==> config.mk <==
export PLATFORM = sky130hd
export DESIGN_NAME = dsp_mac_pipe
export DESIGN_NICKNAME = d
export VERILOG_FILES = /design/src/rtl/dsp_mac_pipe.sv
export SDC_FILE = /design/constraint.sdc
export NUM_CORES = 1
export LEC_CHECK = 0
export CAP_MARGIN = 20
export CORE_UTILIZATION = 60
export DETAILED_ROUTE_END_ITERATION = 8
export PLACE_DENSITY = 0.82
export SYNTH_ARGS = -nofsm -noshare
export SYNTH_HDL_FRONTEND = slang
export SYNTH_SLANG_ARGS = --single-unit
==> constraint.sdc <==
create_clock -name clk -period 10.5 [get_ports clk]
set_input_delay 1.575 -clock clk [delete_from_list [all_inputs] [get_ports clk]]
set_output_delay 1.575 -clock clk [all_outputs]
set_load 0.01 [all_outputs]
==> src/rtl/dsp_mac_pipe.sv <==
// Parametrised signed multiply-accumulate pipeline: IREG input stages, MREG product stages, then accumulator P.
// Optional saturation of P with a sticky sat_flag is enabled by defining DSP_MAC_SAT_EN.
module dsp_mac_pipe #(
  parameter int A_WIDTH = 18,
  parameter int B_WIDTH = 18,
  parameter int P_WIDTH = 48,
  parameter int IREG    = 1,
  parameter int MREG    = 1
) (
  input  logic                      clk,
  input  logic                      rst_n,
  input  logic                      ce,
  input  logic                      in_valid,
  input  logic                      acc_load,
  input  logic signed [A_WIDTH-1:0] a,
  input  logic signed [B_WIDTH-1:0] b,
  output logic                      out_valid,
  output logic signed [P_WIDTH-1:0] p,
  output logic                      sat_flag
);

  localparam int M_WIDTH = A_WIDTH + B_WIDTH;
  localparam int I_WORD  = M_WIDTH + 2;
  localparam int M_WORD  = M_WIDTH + 2;

  generate
    if (P_WIDTH < M_WIDTH) begin : g_chk_pw
      $error("dsp_mac_pipe: P_WIDTH must be >= A_WIDTH+B_WIDTH");
    end
    if (IREG < 0 || IREG > 2) begin : g_chk_ireg
      $error("dsp_mac_pipe: IREG must be 0..2");
    end
    if (MREG < 0 || MREG > 1) begin : g_chk_mreg
      $error("dsp_mac_pipe: MREG must be 0..1");
    end
  endgenerate

  // Input stages carry {valid, load, a, b} as one word so sideband stays aligned with data.
  logic [I_WORD-1:0] in_word;
  logic [I_WORD-1:0] ireg_word;

  assign in_word = {in_valid, acc_load, a, b};

  generate
    if (IREG > 0) begin : g_ireg
      logic [I_WORD-1:0] stage [IREG];

      // NOTE: non-blocking assignments, so every stage samples its predecessor's pre-edge value.
      always_ff @(posedge clk or negedge rst_n) begin
        if (!rst_n) begin
          // NOTE: data words are cleared with the valid bits so no stale operand survives a reset.
          for (int i = 0; i < IREG; i++) stage[i] <= '0;
        end else if (ce) begin
          stage[0] <= in_word;
          for (int i = 1; i < IREG; i++) stage[i] <= stage[i-1];
        end
      end

      assign ireg_word = stage[IREG-1];
    end else begin : g_no_ireg
      assign ireg_word = in_word;
    end
  endgenerate

  logic                      valid_i;
  logic                      load_i;
  logic signed [A_WIDTH-1:0] a_i;
  logic signed [B_WIDTH-1:0] b_i;
  logic signed [M_WIDTH-1:0] a_ext;
  logic signed [M_WIDTH-1:0] b_ext;
  logic signed [M_WIDTH-1:0] prod_c;

  assign {valid_i, load_i, a_i, b_i} = ireg_word;

  // Operands are widened to the full product width so the multiply is exact and width-clean.
  assign a_ext  = {{B_WIDTH{a_i[A_WIDTH-1]}}, a_i};
  assign b_ext  = {{A_WIDTH{b_i[B_WIDTH-1]}}, b_i};
  assign prod_c = a_ext * b_ext;

  logic [M_WORD-1:0] mreg_in;
  logic [M_WORD-1:0] mreg_word;

  assign mreg_in = {valid_i, load_i, prod_c};

  generate
    if (MREG > 0) begin : g_mreg
      logic [M_WORD-1:0] stage;

      always_ff @(posedge clk or negedge rst_n) begin
        if (!rst_n)  stage <= '0;
        else if (ce) stage <= mreg_in;
      end

      assign mreg_word = stage;
    end else begin : g_no_mreg
      assign mreg_word = mreg_in;
    end
  endgenerate

  logic                      valid_m;
  logic                      load_m;
  logic signed [M_WIDTH-1:0] prod_m;
  logic signed [P_WIDTH-1:0] s_ext;
  logic signed [P_WIDTH-1:0] base;
  logic signed [P_WIDTH-1:0] p_next;

  assign {valid_m, load_m, prod_m} = mreg_word;
  assign s_ext = P_WIDTH'(prod_m);
  assign base  = load_m ? '0 : p;

`ifdef DSP_MAC_SAT_EN
  localparam int SUM_W = P_WIDTH + 1;

  logic signed [SUM_W-1:0] sum;
  logic                    ovf;

  assign sum = SUM_W'(base) + SUM_W'(s_ext);
  assign ovf = sum[P_WIDTH] ^ sum[P_WIDTH-1];

  // NOTE: p_next takes its default first, so every path assigns it and no latch is inferred.
  always_comb begin
    p_next = sum[P_WIDTH-1:0];
    if (ovf) begin
      p_next = sum[P_WIDTH] ? {1'b1, {(P_WIDTH-1){1'b0}}} : {1'b0, {(P_WIDTH-1){1'b1}}};
    end
  end

  // Sticky until a valid load that lands in range starts a clean sum.
  always_ff @(posedge clk or negedge rst_n) begin
    if (!rst_n) begin
      sat_flag <= 1'b0;
    end else if (ce && valid_m) begin
      if (ovf)         sat_flag <= 1'b1;
      else if (load_m) sat_flag <= 1'b0;
    end
  end
`else
  assign p_next   = base + s_ext;
  assign sat_flag = 1'b0;
`endif

  always_ff @(posedge clk or negedge rst_n) begin
    if (!rst_n) begin
      p         <= '0;
      out_valid <= 1'b0;
    end else if (ce) begin
      out_valid <= valid_m;
      if (valid_m) p <= p_next;
    end
  end

endmodule

Yosys cells after proc, flatten, opt, wreduce, memory -nomap -nowiden
Cells that the tools add are included.

word-level totals
  register bits = 125
  input port bits = 41
  output and inout port bits = 50
  logic and storage cells = 8

operators by class
  add/sub/neg operators = 1
  multiply operators = 1
  mux-type cells = 1
  reductions and logical operators = 1

operators with widths
  cell                          count
  adder 48 x 36 -> 48 bit       1
  two-way mux 48 bit            1
  multiplier 18 x 18 -> 36 bit  1
  AND reduction 2 bit           1

Longest topological paths before layout
Gate-level depths: netlist (run 1).

  depth in word-level cells = 2
  depth in mapped cells = 27
  depth with buffers taken out = 25

Worst setup path after synthesis (run 1)
Ideal clock, no wire load.

  path type = register to register
  start = reg g_ireg.stage[35] (netlist bit)
  end = reg g_mreg.stage[34]
  library setup time = 0.125 ns
  arrival time = 6.269 ns
  required time = 10.375 ns
  setup slack = 4.107 ns
  stages on the path, launching flop included = 22
  buffers on the path = 3
  period minus slack after synthesis = 6.393 ns
  cells stage by stage = dfrtp_1 clkbuf_1 clkbuf_1 nand2_1 fa_1 inv_1 fa_1 fa_1 fa_1 fa_1 inv_1 fa_1 inv_1 ha_1 clkbuf_1 a21o_1 a21o_1 a2111o_1 o221ai_1 o21ai_1 xnor2_1 mux2_2

on the way
  cells in the longest elaborated chain, start to end = 1

ends and longest elaborated chain
  item                          line  text
  start, declared               46    logic [I_WORD-1:0] stage [IREG];
  multiplier 18 x 18 -> 36 bit  78    assign prod_c = a_ext * b_ext;
  end signal, assigned          91    else if (ce) stage <= mreg_in;
  end, declared                 87    logic [M_WORD-1:0] stage;

No other way between the ends.
A chain may end at the register's enable or synchronous reset.

Worst setup path in the final report (run 1)
  start = reg g_ireg.stage[25] (netlist bit)
  end = reg g_mreg.stage[35]

Same word-level chain as after synthesis.

==> results of run 1 <==
==> per-stage QoR <==
| step | hold WS, ns | util [%] |
|---|---|---|
| finish | 0.504 | 66.8 |
| global route | 0.527 | 66.8 |
| CTS | 0.504 | 66.8 |
| detailed placement | 0.489 | 65.0 |
| global placement | 0.483 | 65.0 |
| floorplan | 0.465 | - |
==> area by class of cell <==
cell class | count | area (um2)
multi-input combinational | 1495 | 14700
fill | 2477 | 10600
sequential | 125 | 3130
inverter | 376 | 1410
timing repair buffer | 93 | 920
tap | 435 | 544
clock buffer | 18 | 429
clock inverter | 12 | 141
==> final timing paths <==
kind | cells after the start | from | endpoint
worst max-delay path | 22 | g_ireg.stage[25] | g_mreg.stage[35]
max in group asynchronous | 2 | rst_n | g_mreg.stage[1]
worst min register to register | 2 | p[39] | p[39]
worst min-delay path | 2 | p[39] | p[39]
min in group asynchronous | 1 | rst_n | g_mreg.stage[7]
worst max register to register | 22 | g_ireg.stage[25] | g_mreg.stage[35]
==> sequential cells by signal, summed over array words and instances, names as in the netlist <==
register      count
p                48
g_ireg.stage     38
g_mreg.stage     38
out_valid         1
==> metal layers <==
metal  vias up  share of wire [%]  GRT usage [%]  wire (um)
met1      7366                 41           41.0      19700
li1       6587                  -              -          -
met2       576                 49           52.0      23700
met3       122                6.9           5.24       3320
met4         2                3.0           10.8       1460
met5         -              0.019              0          9
==> cell usage in the layout (no fill, tap or decap), types with 9 or more instances in the layout <==
cell type and n:
inv_1 376, fa_1 330, nand2_1 224, and2_1 167
ha_1 140, dfrtp_1 125, clkdlybuf4s50_1 87, o21ai_0 71
mux2_2 68, a21oi_1 68, nor2b_1 56, a21o_1 51
xnor2_1 49, nor2_1 47, xor2_1 30, nand3_1 19
clkbuf_16 17, nand2b_1 16, a31oi_1 14, nor3_1 13
nand4_1 13, o21a_1 11, a211oi_1 11, o21ai_1 10
and3_1 9, o21bai_1 9
==> cells by family (layout without fill, tap and decap cells) <==
group | after synthesis | count (layout) | share of synthesized area (%)
compound gates | 295 | 295 | 9.82
xor+xnor | 79 | 79 | 3.52
fa+ha+maj | 470 | 470 | 42.5
buf+inv | 482 | 499 | 9.23
flops | 125 | 125 | 15.9
mux | 70 | 70 | 4.02
other cells | 1 | 1 | 0.0191
simple gates | 580 | 580 | 14.9
==> critical path, cell delays in order (launching register included) <==
cell and delay [ns]:
dfrtp_1 0.95, nand2_1 0.19, fa_1 0.57, inv_1 0.05
fa_1 0.49, inv_1 0.05, fa_1 0.53, inv_1 0.05
fa_1 0.47, fa_1 0.51, inv_1 0.05, fa_1 0.50
inv_1 0.05, ha_1 0.37, nand3_1 0.14, o21bai_1 0.17
a21oi_1 0.08, a21oi_1 0.39, a31oi_1 0.24, o41ai_2 0.51
a211oi_1 0.17, xnor2_1 0.17, a21oi_1 0.09
==> reports/qor.txt, run 1 <==
Status: finished clean
Skew final: 0.0135 ns
CTS buffer count: 17
CP required: 10.79 ns
Worst setup margin: 3.52 ns
Top cells by area, synth: fa_1 (34%), dfrtp_1 (16%), ha_1 (8.9%)
Top cell type's share of synthesized area: 33.6%
Element type at the critical path end: register
Max FO, Critical Path: 19
Seq/Total Area, Yosys: 15.9%
# nets final: 2,619
Die Width: 183 um
Share of layout cells above drive strength 1: 5.76%
Die area: 0.0335 mm2
Post-synthesis cell count: 2,102
Cts hold-fix bufs: 0
#FFs+latches synth: 125
Fin crit share: 66.5%
Worst-Margin Slew: 0.933 ns
Synth cell types: 69
Placed cell areas: 0.0207 mm2
Inst Count DP: 2,524
H-tree levels: 4
Ys Warns: 0
Synth-to-Final Area Change: 8.31%
Dpl ws: 3.64 ns
Largest net degree at the start of global routing: 72
Post-CTS Resized: 0
RSZ-0062 raised after global routing: false
DR pass1 iterations: 5
Core area: 0.0319 mm2
Post-synthesis async set-or-reset flop share: 100%
Routed wire length: 48.2 mm
Gr usage total: 31.1%
Max cap viols: 0
CTS max path bufs: 2
WS Path Type: register to register
Initial Util: 61.6%
Final min period: 6.98 ns
# diodes: 0
DRT iter0 DRCs: 1,173
Leading cell type by number of instances after synthesis: inv_1
First-pass GRT wire length: 80.9 mm
FF-to-FF setup slack: 3.52 ns
Critical Path AT: 7.27 ns
Final setup vio count: 0
Worst-path clk slew: 0.06 ns
Non-Filler Instances: 2,554
Post-synth net total: 2,613
Mapped cell area: 0.0197 mm2
Setup TNS: 0 ns
Startpoint types: register
Ys flop type: dfrtp_1
DRC viols: 0
Cell accounting for the most synthesized area: fa_1
# rows: 65
Root buf cell: clkbuf_16
Max-slew headroom: 37.8%
Vias per cell: 5.74
Die Height: 183 um
Initial antenna violation count: 2
Setup Buffers After CTS: 0
Hpwl dp: 37.4 mm
Gp weighted congestion: 0.957
Worst-skew pair later-pin latency: 0.45 ns
GRT overflow: 0
WL/cell: 18.9 um
Fmax: 143 MHz
Vias: 14,653
Port Buf Inserts: 89
Post-route ant nets: 0
CTS tree: built
Number of flops mapped to enable cells by yosys: 0
Synth top cells by count: inv_1 (376), fa_1 (330), nand2_1 (225)
Post-route cell area: 0.0213 mm2
Clock sinks: 125
Min-Delay Path Class: register to register
IO Count: 91
Mean post-synth cell area: 9.35 um2
Vias in the first global route: 15,806
Slew Viols, Final: 0
Fin. Hold Viols: 0
Power of run 1 is left out: the tool's default activity adds up to more than one toggle a clock period on the data nets, which glitch-free logic cannot reach.
==> inputs of run 2 (changes only) <==
--- a/config.mk
+++ b/config.mk
@@ -6,9 +6,9 @@
 export NUM_CORES = 1
 export LEC_CHECK = 0
 export CAP_MARGIN = 20
-export CORE_UTILIZATION = 60
+export CORE_UTILIZATION = 58
 export DETAILED_ROUTE_END_ITERATION = 8
-export PLACE_DENSITY = 0.82
+export PLACE_DENSITY = 0.83
 export SYNTH_ARGS = -nofsm -noshare
 export SYNTH_HDL_FRONTEND = slang
 export SYNTH_SLANG_ARGS = --single-unit
==> constraint.sdc (replaced) <==
create_clock -name clk -period 6.15 [get_ports clk]
set_input_delay 0.9225 -clock clk [delete_from_list [all_inputs] [get_ports clk]]
set_output_delay 0.9225 -clock clk [all_outputs]
set_load 0.01 [all_outputs]
==> reports/qor.txt, run 2 (synthesized netlist as in run 1, its figures left out) <==
Status: finished with violations (was finished clean)
Violated checks: setup timing
Filler Cell Count: 2,252 (was 2,477)
Vias: 16,016 (was 14,653)
Vias per cell: 5.89 (was 5.74)
Gr usage total: 30.8% (was 31.1%)
Worst-Margin Slew: 0.868 ns (was 0.933 ns)
Element type at the critical path end: register (unchanged)
Commonest non-fill, non-tap cell in the layout: inv_1 (unchanged)
CTS max path bufs: 2 (unchanged)
Startpoint types: register (unchanged)
Top Metal Used: met5 (unchanged)
Die area: 0.0346 mm2 (was 0.0335 mm2)
Port Buf Inserts: 89 (unchanged)
DRC viols: 0 (unchanged)
Fin. Hold Viols: 0 (unchanged)
DR pass1 iterations: 7 (was 5)
Routed wire length: 55.8 mm (was 48.2 mm)
CTS buffer count: 17 (unchanged)
FF-to-FF setup slack: -0.29 ns (was 3.52 ns)
RSZ-0062 raised after global routing: true (was false)
Root buf cell: clkbuf_16 (unchanged)
Initial Util: 58.8% (was 61.6%)
Non-Filler Instances: 2,717 (was 2,554)
FF-to-FF path depth: 21 (was 22)
H-tree levels: 4 (unchanged)
# nets final: 2,764 (was 2,619)
Met3 Routed Length: 4.83 mm (was 3.32 mm)
Min-Delay Path Class: input port to asynchronous set/reset pin (was register to register)
First-pass GRT wire length: 82.4 mm (was 80.9 mm)
GRT overflow: 0 (unchanged)
Die Height: 186 um (was 183 um)
Metal-1 WL: 21.0 mm (was 19.7 mm)
Fmax: 155 MHz (was 143 MHz)
Worst-path clk slew: 0.08 ns (was 0.06 ns)
Worst setup margin: -0.292 ns (was 3.52 ns)
CP required: 6.50 ns (was 10.79 ns)
Most frequent cells in the layout: inv_1 (373), fa_1 (317), nand2_1 (220), and2_1 (162), buf_4 (132) (was inv_1 (376), fa_1 (330), nand2_1 (224), and2_1 (167), ha_1 (140))
CTS tree: built (unchanged)
Share of layout cells above drive strength 1: 15.9% (was 5.76%)
Largest net degree at the start of global routing: 86 (was 72)
Synth-to-Final Area Change: 16.8% (was 8.31%)
WS Path Type: register to register (unchanged)
Gp weighted congestion: 0.915 (was 0.957)
DRT iter0 DRCs: 1,318 (was 1,173)
Largest reg by FF count: p (unchanged)
Max-slew headroom: 42.1% (was 37.8%)
IO Count: 91 (unchanged)
Final min period: 6.44 ns (was 6.98 ns)
Worst r2r dst: g_mreg.stage[28] (was g_mreg.stage[35])
Core area: 0.0334 mm2 (was 0.0319 mm2)
Fin crit share: 105% (was 66.5%)
Clock sinks: 125 (unchanged)
Initial antenna violation count: 2 (unchanged)
Vias in the first global route: 16,348 (was 15,806)
# rows: 67 (was 65)
Max reg flops: 48 (unchanged)
Worst flop-to-flop path startpoint: g_ireg.stage[5] (was g_ireg.stage[25])
Final setup vio count: 12 (was 0)
Largest regs: p: 48 flops, g_ireg.stage: 38 flops, g_mreg.stage: 38 flops (unchanged)
Inst Count DP: 2,654 (was 2,524)
Critical Path AT: 6.79 ns (was 7.27 ns)
Skew final: 0.0182 ns (was 0.0135 ns)
Post-route ant nets: 0 (unchanged)
Met2 wire len: 27.0 mm (was 23.7 mm)
Worst-skew pair later-pin latency: 0.47 ns (was 0.45 ns)
Die Width: 186 um (was 183 um)
Max cap viols: 0 (unchanged)
Setup TNS: -1.72 ns (was 0 ns)
Slew Viols, Final: 0 (unchanged)
Hpwl dp: 40.0 mm (was 37.4 mm)
WL/cell: 20.5 um (was 18.9 um)
Max FO, Critical Path: 9 (was 19)
## run 2: cell types whose count changed in the layout (fill, tap and decap cells not counted), sizes merged, moves of 3 or more
cell and change:
diode +3, clkinvlp -3, clkbuf +3, buf +143, inv +4
## run 2: metrics by stage
| step | hold slack (ns) | utilization, % | cell area (um2) | setup slack [ns] |
|---|---|---|---|---|
| 3_5_place_dp | 0.490 | 64.7 | 21600 | -0.159 |
| 6_report | 0.411 | 68.6 | 22900 | -0.292 |
| 2_1_floorplan | 0.465 | - | 19700 | 0.00693 |
| 4_1_cts | 0.503 | 66.8 | 22300 | 0.00988 |
| 5_1_grt | 0.419 | 68.6 | 22900 | -0.405 |
| 3_3_place_gp | 0.482 | 64.7 | 21600 | -0.0648 |
## run 2: critical path: stages, from the launching register on
cell	delay (ns)
dfrtp_2	0.47
buf_6	0.17
nand2_1	0.28
fa_1	0.58
fa_1	0.54
fa_1	0.51
inv_1	0.05
fa_1	0.47
fa_1	0.56
inv_1	0.06
fa_1	0.54
inv_2	0.06
ha_4	0.24
a21o_1	0.18
a211oi_2	0.22
o31a_1	0.22
o21ai_2	0.09
nor4_2	0.33
nor3_2	0.11
a221oi_2	0.29
xnor2_1	0.10
mux2_4	0.26
## run 2: repair_timing
action,in CTS,in global routing
cloned,0,1
buffers inserted,2,24
gates resized for setup,35,83
hold buffers,0,0
pin swaps,5,47
endpoints found under the hold margin,0,0
endpoints found under the setup margin,10,16
## run 2: per-layer routing
metal | up-vias | GRT usage, %
met5 | - | 0
li1 | 6872 | -
met3 | 273 | 4.89
met4 | 2 | 11.8
met2 | 893 | 51.3
met1 | 7976 | 40.5
## run 2: cell type report
type | count | area, um2 | share of cell area [%]
clock inverter | 13 | 130 | 0.567
tap | 448 | 561 | 2.44
clock buffer | 19 | 443 | 1.93
timing repair buffer | 238 | 2110 | 9.19
sequential | 125 | 3160 | 13.8
antenna | 3 | 7.51 | 0.0327
inverter | 376 | 1410 | 6.15
multi-input combinational | 1495 | 15100 | 65.9
## run 2: worst max-delay path by stage
stage	startpoint	to	slack, ns	cells after the start
2_1_floorplan	g_ireg.stage[35]	g_mreg.stage[34]	0.007	21
3_3_place_gp	g_ireg.stage[31]	g_mreg.stage[35]	-0.06	21
3_5_place_dp	g_ireg.stage[3]	g_mreg.stage[28]	-0.16	22
4_1_cts	g_ireg.stage[27]	g_mreg.stage[35]	0.01	23
5_1_grt	g_ireg.stage[5]	g_mreg.stage[28]	-0.41	21
6_report	g_ireg.stage[5]	g_mreg.stage[28]	-0.29	21
Power of run 2 is left out for the same reason.
==> inputs of run 3 (changes only) <==
--- a/config.mk
+++ b/config.mk
@@ -5,10 +5,12 @@
 export SDC_FILE = /design/constraint.sdc
 export NUM_CORES = 1
 export LEC_CHECK = 0
+export ABC_CLOCK_PERIOD_IN_PS = 6150
 export CAP_MARGIN = 20
 export CORE_UTILIZATION = 58
 export DETAILED_ROUTE_END_ITERATION = 8
-export PLACE_DENSITY = 0.83
+export GPL_ROUTABILITY_DRIVEN = 1
+export PLACE_DENSITY = 0.86
 export SYNTH_ARGS = -nofsm -noshare
 export SYNTH_HDL_FRONTEND = slang
 export SYNTH_SLANG_ARGS = --single-unit
==> reports/qor.txt, run 3 (synthesized netlist as in run 1, its figures left out) <==
Status: finished with violations (unchanged)
Violated checks: setup timing (unchanged)
Slowest-stage cell, CP: fa_1 (unchanged)
Worst-Margin Slew: 1.03 ns (was 0.868 ns)
Dpl ws: -0.215 ns (was -0.159 ns)
Startpoint types: register (unchanged)
Routed wire length: 52.4 mm (was 55.8 mm)
Worst-path clk slew: 0.07 ns (was 0.08 ns)
Cell family with the largest share of critical-path delay: adder cells (unchanged)
Vias in the first global route: 16,247 (was 16,348)
Fmax: 161 MHz (was 155 MHz)
Die Height: 186 um (unchanged)
Initial antenna violation count: 1 (was 2)
Hold depth: 2
Max reg flops: 48 (unchanged)
Synth-to-Final Area Change: 17.2% (was 16.8%)
WL/cell: 19.3 um (was 20.5 um)
First-pass GRT wire length: 82.1 mm (was 82.4 mm)
Commonest non-fill, non-tap cell in the layout: inv_1 (unchanged)
Critical Path AT: 6.54 ns (was 6.79 ns)
Fin crit share: 101% (was 105%)
Vias per cell: 5.78 (was 5.89)
Slew Viols, Final: 0 (unchanged)
Share of layout cells above drive strength 1: 16.5% (was 15.9%)
Cell breakdown of the critical path: buf_4 > and2_1 > fa_1 > fa_1 > ha_1 > inv_1 > fa_1 > inv_1 > fa_1 > inv_1 > fa_1 > inv_1 > ha_1 > a2111oi_2 > o21ai_2 > buf_4 > a31o_2 > a21o_1 > a21o_1 > a21oi_1 > xnor2_1 > mux2_2 (was buf_6 > nand2_1 > fa_1 > fa_1 > fa_1 > inv_1 > fa_1 > fa_1 > inv_1 > fa_1 > inv_2 > ha_4 > a21o_1 > a211oi_2 > o31a_1 > o21ai_2 > nor4_2 > nor3_2 > a221oi_2 > xnor2_1 > mux2_4)
WS Path Type: register to register (unchanged)
CTS buffer count: 17 (unchanged)
Area of the multi-input gates: 0.0152 mm2 (was 0.0151 mm2)
Initial Util: 58.8% (unchanged)
Min-Delay Path Class: register to register (was input port to asynchronous set/reset pin)
FF-to-FF setup slack: -0.06 ns (was -0.29 ns)
Die Width: 186 um (unchanged)
DRC viols: 0 (unchanged)
FF-to-FF path depth: 22 (was 21)
Gr usage total: 30.8% (about the same)
CTS max path bufs: 2 (unchanged)
Worst setup margin: -0.0583 ns (was -0.292 ns)
Largest regs: p: 48 flops, g_ireg.stage: 38 flops, g_mreg.stage: 38 flops (unchanged)
# diodes: 0 (was 3)
Gp weighted congestion: 0.946 (was 0.915)
GRT overflow: 0 (unchanged)
Final min period: 6.21 ns (was 6.44 ns)
CTS tree: built (unchanged)
Max FO, Critical Path: 5 (was 9)
Most frequent CP cell: fa_1 (unchanged)
Hpwl dp: 39.4 mm (was 40.0 mm)
FF/Latch Area: 0.00316 mm2 (about the same)
# nets final: 2,760 (was 2,764)
IO Count: 91 (unchanged)
H-tree levels: 4 (unchanged)
CP max stage delay: 0.61 ns (was 0.58 ns)
Root buf cell: clkbuf_16 (unchanged)
Fin. Hold Viols: 0 (unchanged)
DR pass1 iterations: 8 (was 7)
CP Buf/Inv Count: 6 (was 4)
Max-slew headroom: 31.3% (was 42.1%)
Most frequent cells in the layout: inv_1 (362), fa_1 (318), nand2_1 (219), and2_1 (159), ha_1 (130) (was inv_1 (373), fa_1 (317), nand2_1 (220), and2_1 (162), buf_4 (132))
# rows: 67 (unchanged)
Largest reg by FF count: p (unchanged)
Worst-skew pair later-pin latency: 0.45 ns (was 0.47 ns)
Stages on the worst setup path: 22 (was 21)
Skew final: 0.0169 ns (was 0.0182 ns)
RSZ-0062 raised after global routing: true (unchanged)
Element type at the critical path end: register (unchanged)
Post-route ant nets: 0 (unchanged)
Core area: 0.0334 mm2 (unchanged)
Clock sinks: 125 (unchanged)
Die area: 0.0346 mm2 (unchanged)
Filler Cell Count: 2,322 (was 2,252)
Vias: 15,646 (was 16,016)
Final setup vio count: 8 (was 12)
CP required: 6.48 ns (was 6.50 ns)
Max cap viols: 0 (unchanged)
Cts hold-fix bufs: 0 (unchanged)
Port Buf Inserts: 89 (unchanged)
Largest net degree at the start of global routing: 73 (was 86)
DRT iter0 DRCs: 1,213 (was 1,318)
run 3: changes by cell type in the layout (fill, tap and decap cells not counted), sizes merged:
cell / delta
buf: -5
inv: -4
diode: -3
clkinvlp: +2
bufinv: +1
clkbuf: +1
run 3: worst paths after layout:
| check | from | to |
|---|---|---|
| min in group asynchronous | rst_n | p[3] |
| hold reg to reg | p[15] | p[15] |
| max in group asynchronous | rst_n | g_ireg.stage[32] |
| hold / removal | p[15] | p[15] |
| setup reg to reg | g_ireg.stage[27] | g_mreg.stage[16] |
| setup / recovery | g_ireg.stage[27] | g_mreg.stage[16] |
run 3: cell type report:
cell class / instances / share of cell area (%)
clock buffer: 19 / 1.97
clock inverter: 12 / 0.592
inverter: 376 / 6.15
multi-input combinational: 1495 / 65.8
sequential: 125 / 13.7
tap: 448 / 2.43
timing repair buffer: 234 / 9.33
run 3: what timing repair did:
action | CTS | global route
hold endpoints to repair | 0 | 0
cloned | 0 | 1
endpoints found under the setup margin | 11 | 16
resized for setup | 41 | 98
setup buffers | 4 | 24
pin swaps | 21 | 53
run 3: worst reg2reg max path: cells and delay by family (launching register included):
kind                       cells  cell delay [ns]
adders and majority gates      7             3.19
AOI/OAI and AO/OA              6             1.40
buffers and inverters          6             0.57
DFF                            1             0.46
muxes                          1             0.26
and+or+nand+nor                1             0.15
xor gates and xnor gates       1             0.08
run 3: metal layers:
layer	wire length, um	track usage (%)	share of wire, %	vias to the layer above
met3	3330	4.58	6.4	196
met5	13	0	0.025	-
met1	20200	39.1	39	7932
met4	2150	10.6	4.1	2
li1	-	-	-	6868
met2	26600	53.7	51	648
run 3: metrics by stage:
stage                     area [um2]  instances  setup TNS [ns]  hold slack (ns)  util [%]
after detailed placement       21700       2650           -1.40            0.491      64.8
after floorplan                19700       2102               0            0.465         -
after global routing           23000       2709           -1.77            0.518      68.8
final                          23000       2709          -0.345            0.504      68.8
after CTS                      22400       2685               0            0.506      67.1
after global placement         21700       2650          -0.446            0.485      64.8
Power of run 3 is left out for the same reason.
